File: src/rtl/uart_rx_monitor.sv
// uart_rx_monitor: samples a UART line, decodes 8N1 frames and queues bytes on a valid/ready FIFO.
// Build option: define UART_MON_PARITY_EN for 8E1 framing with even-parity checking.
module uart_rx_monitor #(
   parameter int unsigned ClkFreq   = 50_000_000,
   parameter int unsigned BaudRate  = 921_600,
   parameter int unsigned FifoDepth = 4
) (
   input  logic       clk_i,
   input  logic       rst_i,
   input  logic       rx_i,
   output logic [7:0] byte_o,
   output logic       byte_valid_o,
   input  logic       byte_ready_i,
   output logic       frame_err_o,
   output logic       parity_err_o,
   output logic       overflow_o,
   output logic       busy_o
);

   localparam int unsigned ClksPerBit = ClkFreq / BaudRate;
   localparam int unsigned CntW       = $clog2(ClksPerBit);
   localparam int unsigned AddrW      = $clog2(FifoDepth);
   localparam logic [CntW-1:0] HalfBit = CntW'(ClksPerBit / 2 - 1);
   localparam logic [CntW-1:0] FullBit = CntW'(ClksPerBit - 1);

   if (ClksPerBit < 4) begin : g_bad_clks_per_bit
      $error("uart_rx_monitor: ClksPerBit must be >= 4");
   end
   if ((FifoDepth < 2) || ((FifoDepth & (FifoDepth - 1)) != 0)) begin : g_bad_fifo_depth
      $error("uart_rx_monitor: FifoDepth must be a power of two >= 2");
   end

   typedef enum logic [2:0] {
      S_IDLE,
      S_START,
      S_DATA,
      S_PARITY,
      S_STOP,
      S_BREAK
   } state_t;

   logic            r_sync1;
   logic            r_rx_s;
   logic            r_rx_prev;
   logic            w_fall;
   state_t          r_state;
   state_t          w_state_next;
   logic [CntW-1:0] r_cnt;
   logic [2:0]      r_bit_idx;
   logic [7:0]      r_shift;
   logic            w_tick;
   logic            w_load_half;
   logic            w_load_full;
   logic            w_clr_idx;
   logic            w_shift;
   logic            w_stop_eval;
   logic            w_par_bad;
   logic            w_push_req;
   logic            w_frame_req;
   logic            r_push;
   logic [7:0]      r_push_data;
   logic            r_frame_err;
`ifdef UART_MON_PARITY_EN
   logic            w_par_sample;
   logic            r_par_bit;
   logic            r_parity_err;
`endif

   logic [7:0]      r_mem [FifoDepth];
   logic [AddrW:0]  r_wr_ptr;
   logic [AddrW:0]  r_rd_ptr;
   logic            r_overflow;
   logic            w_empty;
   logic            w_full;
   logic            w_pop;
   logic            w_wr_en;

   // Synchroniser resets to idle-high so reset release never looks like a start bit.
   always_ff @(posedge clk_i or posedge rst_i) begin
      if (rst_i) begin
         r_sync1   <= 1'b1;
         r_rx_s    <= 1'b1;
         r_rx_prev <= 1'b1;
      end else begin
         r_sync1   <= rx_i;
         r_rx_s    <= r_sync1;
         r_rx_prev <= r_rx_s;
      end
   end

   assign w_fall = r_rx_prev & ~r_rx_s;
   assign w_tick = (r_cnt == '0);

   always_ff @(posedge clk_i or posedge rst_i) begin
      if (rst_i) begin
         r_state <= S_IDLE;
      end else begin
         r_state <= w_state_next;
      end
   end

   always_comb begin
      w_state_next = r_state;
      case (r_state)
         S_IDLE:   if (w_fall) w_state_next = S_START;
         S_START:  if (w_tick) w_state_next = r_rx_s ? S_IDLE : S_DATA;
`ifdef UART_MON_PARITY_EN
         S_DATA:   if (w_tick && (r_bit_idx == 3'd7)) w_state_next = S_PARITY;
         S_PARITY: if (w_tick) w_state_next = S_STOP;
`else
         S_DATA:   if (w_tick && (r_bit_idx == 3'd7)) w_state_next = S_STOP;
`endif
         S_STOP:   if (w_tick) w_state_next = r_rx_s ? S_IDLE : S_BREAK;
         S_BREAK:  if (r_rx_s) w_state_next = S_IDLE;
         default:  w_state_next = S_IDLE;
      endcase
   end

   always_comb begin
      w_load_half  = 1'b0;
      w_load_full  = 1'b0;
      w_clr_idx    = 1'b0;
      w_shift      = 1'b0;
      w_stop_eval  = 1'b0;
`ifdef UART_MON_PARITY_EN
      w_par_sample = 1'b0;
`endif
      case (r_state)
         S_IDLE:   w_load_half = w_fall;
         S_START: begin
            if (w_tick && !r_rx_s) begin
               w_load_full = 1'b1;
               w_clr_idx   = 1'b1;
            end
         end
         S_DATA: begin
            if (w_tick) begin
               w_load_full = 1'b1;
               w_shift     = 1'b1;
            end
         end
`ifdef UART_MON_PARITY_EN
         S_PARITY: begin
            if (w_tick) begin
               w_load_full  = 1'b1;
               w_par_sample = 1'b1;
            end
         end
`endif
         S_STOP:   w_stop_eval = w_tick;
         default:  ;
      endcase
   end

   always_ff @(posedge clk_i or posedge rst_i) begin
      if (rst_i) begin
         r_cnt     <= '0;
         r_bit_idx <= '0;
         r_shift   <= '0;
      end else begin
         if (w_load_half) begin
            r_cnt <= HalfBit;
         end else if (w_load_full) begin
            r_cnt <= FullBit;
         end else if (!w_tick) begin
            r_cnt <= r_cnt - CntW'(1);
         end
         if (w_clr_idx) begin
            r_bit_idx <= '0;
         end else if (w_shift) begin
            r_bit_idx <= r_bit_idx + 3'd1;
         end
         if (w_shift) begin
            r_shift <= {r_rx_s, r_shift[7:1]};
         end
      end
   end

`ifdef UART_MON_PARITY_EN
   always_ff @(posedge clk_i or posedge rst_i) begin
      if (rst_i) begin
         r_par_bit    <= 1'b0;
         r_parity_err <= 1'b0;
      end else begin
         if (w_par_sample) r_par_bit <= r_rx_s;
         r_parity_err <= w_stop_eval & w_par_bad;
      end
   end

   assign w_par_bad    = (^r_shift) ^ r_par_bit;
   assign parity_err_o = r_parity_err;
`else
   assign w_par_bad    = 1'b0;
   assign parity_err_o = 1'b0;
`endif

   assign w_push_req  = w_stop_eval & r_rx_s & ~w_par_bad;
   assign w_frame_req = w_stop_eval & ~r_rx_s;

   always_ff @(posedge clk_i or posedge rst_i) begin
      if (rst_i) begin
         r_push      <= 1'b0;
         r_push_data <= '0;
         r_frame_err <= 1'b0;
      end else begin
         r_push      <= w_push_req;
         r_frame_err <= w_frame_req;
         if (w_push_req) r_push_data <= r_shift;
      end
   end

   // Pointers carry one extra wrap bit: equal means empty, MSB-only difference means full.
   assign w_empty = (r_wr_ptr == r_rd_ptr);
   assign w_full  = (r_wr_ptr[AddrW] != r_rd_ptr[AddrW]) &&
                    (r_wr_ptr[AddrW-1:0] == r_rd_ptr[AddrW-1:0]);
   assign w_pop   = ~w_empty & byte_ready_i;
   assign w_wr_en = r_push & (~w_full | w_pop);

   always_ff @(posedge clk_i) begin
      if (w_wr_en) r_mem[r_wr_ptr[AddrW-1:0]] <= r_push_data;
   end

   always_ff @(posedge clk_i or posedge rst_i) begin
      if (rst_i) begin
         r_wr_ptr   <= '0;
         r_rd_ptr   <= '0;
         r_overflow <= 1'b0;
      end else begin
         if (w_wr_en) r_wr_ptr <= r_wr_ptr + (AddrW + 1)'(1);
         if (w_pop)   r_rd_ptr <= r_rd_ptr + (AddrW + 1)'(1);
         if (r_push && w_full && !w_pop) r_overflow <= 1'b1;
      end
   end

   assign byte_o       = w_empty ? '0 : r_mem[r_rd_ptr[AddrW-1:0]];
   assign byte_valid_o = ~w_empty;
   assign frame_err_o  = r_frame_err;
   assign overflow_o   = r_overflow;
   assign busy_o       = (r_state != S_IDLE);

endmodule

File: config.mk
export PLATFORM = sky130hd
export DESIGN_NAME = uart_rx_monitor
export DESIGN_NICKNAME = d
export VERILOG_FILES = /design/src/rtl/uart_rx_monitor.sv
export SDC_FILE = /design/constraint.sdc
export NUM_CORES = 1
export LEC_CHECK = 0
export ABC_AREA = 1
export BUFFER_PORTS_ARGS = -buffer_cell sky130_fd_sc_hd__buf_2
export CORE_MARGIN = 4
export CORE_UTILIZATION = 45
export CTS_BUF_LIST = sky130_fd_sc_hd__clkbuf_2
export DETAILED_ROUTE_END_ITERATION = 10
export PLACE_DENSITY = 0.63
export SETUP_SLACK_MARGIN = 0.05
export SLEW_MARGIN = 20
export SYNTH_ARGS = -nofsm -noshare
export SYNTH_HDL_FRONTEND = slang
export SYNTH_SLANG_ARGS = --single-unit
export TNS_END_PERCENT = 20
File: constraint.sdc
create_clock -name clk_i -period 3.6 [get_ports clk_i]
set_input_delay 0.72 -clock clk_i [delete_from_list [all_inputs] [get_ports clk_i]]
set_output_delay 0.72 -clock clk_i [all_outputs]
set_load 0.05 [all_outputs]
==> impl_metrics.py, run 1 <==
metrics = {
    "finish": {
        "drive_above_1_share_pct": 12.6,
        "nets": 355,
        "postLayoutCoreUtil_pct": 50.1,
        "area_growth_pct": 7.46,
        "stdcell_area_um2": 3440,
        "instances_no_fill": 444,
        "diodes": 0,
        "layout_common_cells": "nand2_1, inv_1, dfrtp_1",
        "final_common_cell": "nand2_1",
    },
    "critical_path": {
        "crit_slowest_cell": "dfrtp_1",
        "crit_chain": "xor2_1 > a21oi_1 > nand2_1 > nand2_1 > inv_1 > buf_2",
        "crit_path_max_incr_delay_ps": 620,
        "crit_arrival_ps": 2190,
        "path_buf_inv": 2,
        "crit_required_ps": 2880,
        "crit_family": "flip-flops",
        "critPathKind": "reg2out",
        "crit_top_cell": "nand2_1",
        "worstSetupEndpointType": "primary output",
        "start_kind": "flop",
        "path_max_fanout": 19,
    },
    "sta": {
        "finClkSkew_ps": 29.3,
        "max_slew_margin_pct": 51.2,
        "setup_viol": 0,
        "finalHoldViolCount": 0,
        "report.final.slew_viol_count": 0,
        "worstMarginPinSlew_ps": 729,
        "setup_ws_ps": 692,
        "whs_ps": 334,
        "rsz0062_at_grt": "false",
        "finalCritPeriodShare_pct": 80.8,
        "setup_tns_ps": 0,
        "fmax_mhz": 344,
        "finalCriticalPeriod_ps": 2910,
    },
    "clock_network": {
        "cts_resized": 0,
        "path_clk_slew_ps": 170,
        "cts-htree-levels": 3,
        "post_cts_buffers": 0,
        "clock-sinks": 72,
        "cts_buffers": 9,
        "insertion_delay_ps": 460,
        "cts_root_buf": "clkbuf_2",
        "cts_hold_buf": 0,
        "cts_tree": "built",
        "ctsLongestPathBuffers": 2,
    },
    "routing": {
        "vias_per_cell": 4.67,
        "wl_um": 5070,
        "ant_nets": 0,
        "drt_pass1_iterations": 4,
        "drcViolationCount": 0,
        "vias": 2074,
        "drt_iter0_drc": 90,
        "wl_per_cell_um": 11.4,
    },
    "flow_run": {
        "maxCapViolCount": 0,
    },
    "outcome": {
        "run_status": "complete, no violations",
    },
    "placement": {
        "dp.cells": 428,
        "pre_cts_slack_ps": 1200,
        "placed_area_um2": 3370,
        "io_buffers": 15,
        "gp_congestion": 0.846,
        "dp_hpwl_um": 3570,
    },
    "global_routing": {
        "grt_util_all_layers_pct": 13.3,
        "grt_pass1_vias": 1954,
        "overflow": 0,
        "antenna_found_initial": 0,
        "grt_pass1_wl_um": 8890,
        "grt_max_degree": 41,
    },
    "pwr": {
        "powerDensity_nw_per_um2": 685,
        "p_leak_nw": 1.63,
        "vdd_ir_drop_max_uv": 378,
        "power.total_mw": 2.36,
    },
    "synth": {
        "syn-cell-area_um2": 3210,
        "syn_nets": 335,
        "yosysSeqAreaShare_pct": 61.3,
        "postSynthCellCount": 323,
        "ys_warn_count": 0,
        "yosys.cell_types.count": 32,
        "synth_area_per_cell_um2": 9.92,
        "ys_seq_elements": 72,
    },
    "floorplan": {
        "fp.coreArea_um2": 6870,
        "fp.dieW_um": 92.4,
        "start_util_pct": 46.7,
        "row_count": 30,
        "die_y_um": 92.4,
        "die_area_um2": 8540,
        "ios": 17,
    },
    "min_path": {
        "hp-class": "in2reg",
    },
}
-- layout make-up --
type                    instances  area (µm²)
clock inverters                 5        23.8
well taps                      96         120
inverters                      44         168
multi-input cells             199        1020
flip-flops and latches         72        1970
repair buffers                 17        90.1
fillers                       648        3420
clock buffers                  11        55.1
-- per-layer routing --
metal  wire length, µm  share of wire, %  GRT usage (%)  up-vias
li1                  -                 -              -     1092
met1              2500                49           17.8      952
met2              2340                46           20.0       23
met3               154               3.0           4.63        7
met4                67               1.3           4.83        0
met5                 0                 0              0        -
-- cell usage after synthesis --
cell type	n	area, µm²
buf_6	1	11.3
o21ai_0	18	90.1
o21ai_2	1	8.76
nor3_4	1	16.3
nor2_2	3	18.8
nand3_1	14	70.1
nand4_1	3	18.8
nor3_1	1	5.00
o21bai_1	1	7.51
edfxtp_1	32	961
clkbuf_1	1	3.75
dfstp_2	3	78.8
xnor2_1	1	8.76
a21oi_1	5	25.0
o22ai_1	8	50.1
conb_1	1	3.75
buf_2	4	20.0
inv_1	41	154
nor2_1	22	82.6
a31oi_1	1	6.26
nand2_1	91	342
nand3b_1	1	7.51
clkinv_1	1	3.75
buf_4	2	15.0
inv_2	1	3.75
xor2_1	6	52.6
ha_1	8	100
dfrtp_1	37	926
inv_4	1	6.26
o21ai_1	2	10.0
nand2_2	3	18.8
mux2i_1	8	80.1
-- worst paths after layout --
| check | slack (ps) | cells after the start | to | startpoint |
|---|---|---|---|---|
| min reg2reg | 370 | 0 | r_rx_s | r_sync1 |
| max reg2reg | 1360 | 5 | r_mem[1][5] | r_rd_ptr[1] |
| max in group asynchronous | 2880 | 3 | r_push_data[5] | rst_i |
| min | 330 | 1 | r_sync1 | rx_i |
| max | 690 | 6 | byte_o[5] | r_rd_ptr[1] |
| min in group asynchronous | 340 | 3 | r_wr_ptr[0] | rst_i |
-- state kept, by name, summed over array words and instances, names as in the netlist --
| name | count |
|---|---|
| r_rd_ptr | 3 |
| r_rx_s | 1 |
| r_rx_prev | 1 |
| overflow_o | 1 |
| r_bit_idx | 3 |
| r_sync1 | 1 |
| r_mem | 32 |
| r_shift | 8 |
| r_cnt | 6 |
| r_push | 1 |
| r_wr_ptr | 3 |
| frame_err_o | 1 |
| r_state | 3 |
| r_push_data | 8 |
-- where the power goes --
group	internal, mW	leakage, nW	switching [mW]
Clock	0.0910	0.0611	0.253
Sequential	0.923	0.796	0.0952
Combinational	0.290	0.774	0.706
-- cell families after synthesis --
| group | share of synthesized area, % |
|---|---|
| xor gates and xnor gates | 1.91 |
| muxes | 2.50 |
| and+or+nand+nor | 18.1 |
| adders and majority gates | 3.12 |
| AOI/OAI and AO/OA | 6.17 |
| other | 0.117 |
| DFF | 61.3 |
| buffers and inverters | 6.79 |
(Power assumes the default switching activity.)
==> run 2, diff against run 1 <==
Settings changed: ABC_AREA 1 to 0, PLACE_DENSITY 0.63 to 0.65.
Clock period 3.6 ns to 2.5 ns, I/O delays scaled along.
==> run 2 against run 1 <==
Against the previous run: clock power increased by 81%; first-iteration DRC count is 7.8% lower; cell area rose by 3.3%; setup slack lost 600 ps; final cell count fell by 27%; sequential share of layout area is 1.8 points lower; critical endpoint is now byte_o[6].
==> impl_metrics.py, run 2 <==
metrics = {
    "outcome": {
        "run_status": "complete, no violations",
    },
    "sta": {
        "setup_viol": 0,
        "finalHoldViolCount": 0,
        "worstMarginPinSlew_ps": 558,
        "report.final.slew_viol_count": 0,
        "max_slew_margin_pct": 62.8,
        "finClkSkew_ps": 28.2,
        "whs_ps": 71.5,
        "setup_tns_ps": 0,
        "finalCritPeriodShare_pct": 96.4,
        "rsz0062_at_grt": "true",
        "fmax_mhz": 415,
        "finalCriticalPeriod_ps": 2410,
    },
    "synth": {
        "synthSimpleGateAreaFrac_pct": 9.92,
        "yosys.cell_types.count": 41,
        "synth_area_per_cell_um2": 14.6,
        "ys_warn_count": 0,
        "ys.flop_type": "dfrtp_1",
        "synth-compound-area-share_pct": 5.14,
        "yosysTopAreaCellShare_pct": 30.8,
        "postSynthCellCount": 213,
        "synth_top_family_by_area": "multiplexers",
        "yosysMostFrequentCell": "dfrtp_1",
        "synthXorXnorAreaFrac_pct": 3.09,
        "synth_largest_area_cell": "edfxtp_1",
        "synth_commonest_cells": "dfrtp_1, edfxtp_1, mux2_2",
        "synth_area_leaders": "edfxtp_1, dfrtp_1, mux2_2",
        "synth_fa_ha_area_share_pct": 3.21,
        "muxShareOfSynthArea_pct": 12.3,
        "synthArstFlopShare_pct": 55.6,
        "syn-cell-area_um2": 3120,
        "yosysSeqAreaShare_pct": 63.1,
        "synth-edff-count": 32,
        "ys_seq_elements": 72,
        "syn_nets": 225,
    },
    "placement": {
        "io_buffers": 15,
        "gp_congestion": 0.712,
        "dp_hpwl_um": 3290,
    },
    "critical_path": {
        "start_kind": "flop",
        "path_max_fanout": 7,
        "crit_arrival_ps": 1910,
        "crit_required_ps": 2000,
        "critPathKind": "reg2out",
        "worstSetupEndpointType": "primary output",
    },
    "routing": {
        "ant_nets": 0,
        "drt_pass1_iterations": 4,
        "wl_per_cell_um": 15.5,
        "vias_per_cell": 5.34,
        "drt_iter0_drc": 83,
        "drcViolationCount": 0,
        "wl_um": 5050,
        "vias": 1737,
    },
    "clock_network": {
        "cts_hold_buf": 0,
        "ctsLongestPathBuffers": 2,
        "clock-sinks": 72,
        "cts_root_buf": "clkbuf_2",
        "insertion_delay_ps": 510,
        "cts-htree-levels": 3,
        "path_clk_slew_ps": 230,
        "cts_buffers": 9,
        "cts_tree": "built",
    },
    "floorplan": {
        "fp.coreArea_um2": 6760,
        "ios": 17,
        "die_y_um": 91.2,
        "start_util_pct": 46.1,
        "row_count": 30,
        "fp.dieW_um": 91.2,
        "die_area_um2": 8320,
    },
    "finish": {
        "largest_register_ff_count": 32,
        "layout_common_cells": "dfrtp_1, edfxtp_1, mux2_2",
        "nFillCells": 557,
        "diodes": 0,
        "final_common_cell": "dfrtp_1",
        "nets": 252,
        "area_growth_pct": 14.1,
        "drive_above_1_share_pct": 34.7,
    },
    "flow_run": {
        "maxCapViolCount": 0,
    },
    "global_routing": {
        "grt_pass1_vias": 1671,
        "grt_pass1_wl_um": 8470,
        "grt_util_all_layers_pct": 13.2,
        "overflow": 0,
        "grt_max_degree": 41,
        "antenna_found_initial": 0,
    },
    "pwr": {
        "p_leak_nw": 1.63,
        "powerDensity_nw_per_um2": 643,
        "power.total_mw": 2.29,
        "vdd_ir_drop_max_uv": 259,
    },
    "min_path": {
        "hp-class": "in2async",
    },
}
-- run 2: cell count changes after synthesis, sizes merged, moves of 10 or more --
cell	change
nand2	-85
inv	-32
o21ai	-19
mux2	+18
nor2	-17
and2	+12
nand3	-10
-- run 2: cells by family after synthesis --
| family | count (synthesis) |
|---|---|
| DFF | 72 |
| and+or+nand+nor | 52 |
| muxes | 26 |
| AOI/OAI and AO/OA | 22 |
| buffers and inverters | 21 |
| xor gates and xnor gates | 11 |
| adders and majority gates | 8 |
| other | 1 |
-- run 2: per-stage QoR --
| stage | setup WS [ps] | cells | area [µm²] | util, % |
|---|---|---|---|---|
| after floorplan | 88.6 | 213 | 3120 | - |
| after global placement | 376 | 304 | 3280 | 48.5 |
| after detailed placement | 379 | 304 | 3280 | 48.5 |
| after CTS | 18.2 | 322 | 3460 | 51.3 |
| after global routing | -23.6 | 325 | 3560 | 52.6 |
| final | 90.5 | 325 | 3560 | 52.6 |
-- run 2: area by class of cell --
class / instances / area [µm²] / area share [%]
flip-flops and latches: 72 / 1970 / 55.3
multi-input cells: 121 / 1120 / 31.4
repair buffers: 25 / 226 / 6.37
well taps: 80 / 100 / 2.81
clock inverters: 7 / 61.3 / 1.72
clock buffers: 9 / 45.0 / 1.27
inverters: 11 / 41.3 / 1.16
-- run 2: timing repair --
action,CTS,global route
setup endpoints to repair,9,9
pin swaps,0,5
gates cloned,0,1
setup buffers,2,2
hold endpoints to repair,0,0
gates resized for setup,21,15
-- run 2: path summary, 6_finish.rpt --
path                       slack [ps]         from  cells after the start          to
setup / recovery                   90  r_rd_ptr[0]                      4   byte_o[6]
hold / removal                     70        rst_i                      3    r_cnt[1]
setup reg to reg                  350     r_cnt[0]                      6  r_shift[7]
hold reg to reg                   380      r_sync1                      0      r_rx_s
max in group asynchronous        2050        rst_i                      3      r_rx_s
min in group clk_i                 70         rx_i                      1     r_sync1
-- run 2: critical path, stage by stage (launching register included) --
cell and delay [ps]:
dfrtp_2 470, buf_8 150, mux4_2 510, and2_4 160, buf_8 140
-- run 2: routing by layer --
metal / global-route usage, % / routed length, µm
met1: 18.0 / 2400
met2: 19.6 / 2420
met3: 3.07 / 149
met4: 6.78 / 72
met5: 0 / 0
-- run 2: where the power goes --
part | internal, mW | total, mW | switching, mW
Clock | 0.152 | 0.623 | 0.470
Sequential | 1.29 | 1.37 | 0.0819
Combinational | 0.133 | 0.293 | 0.161
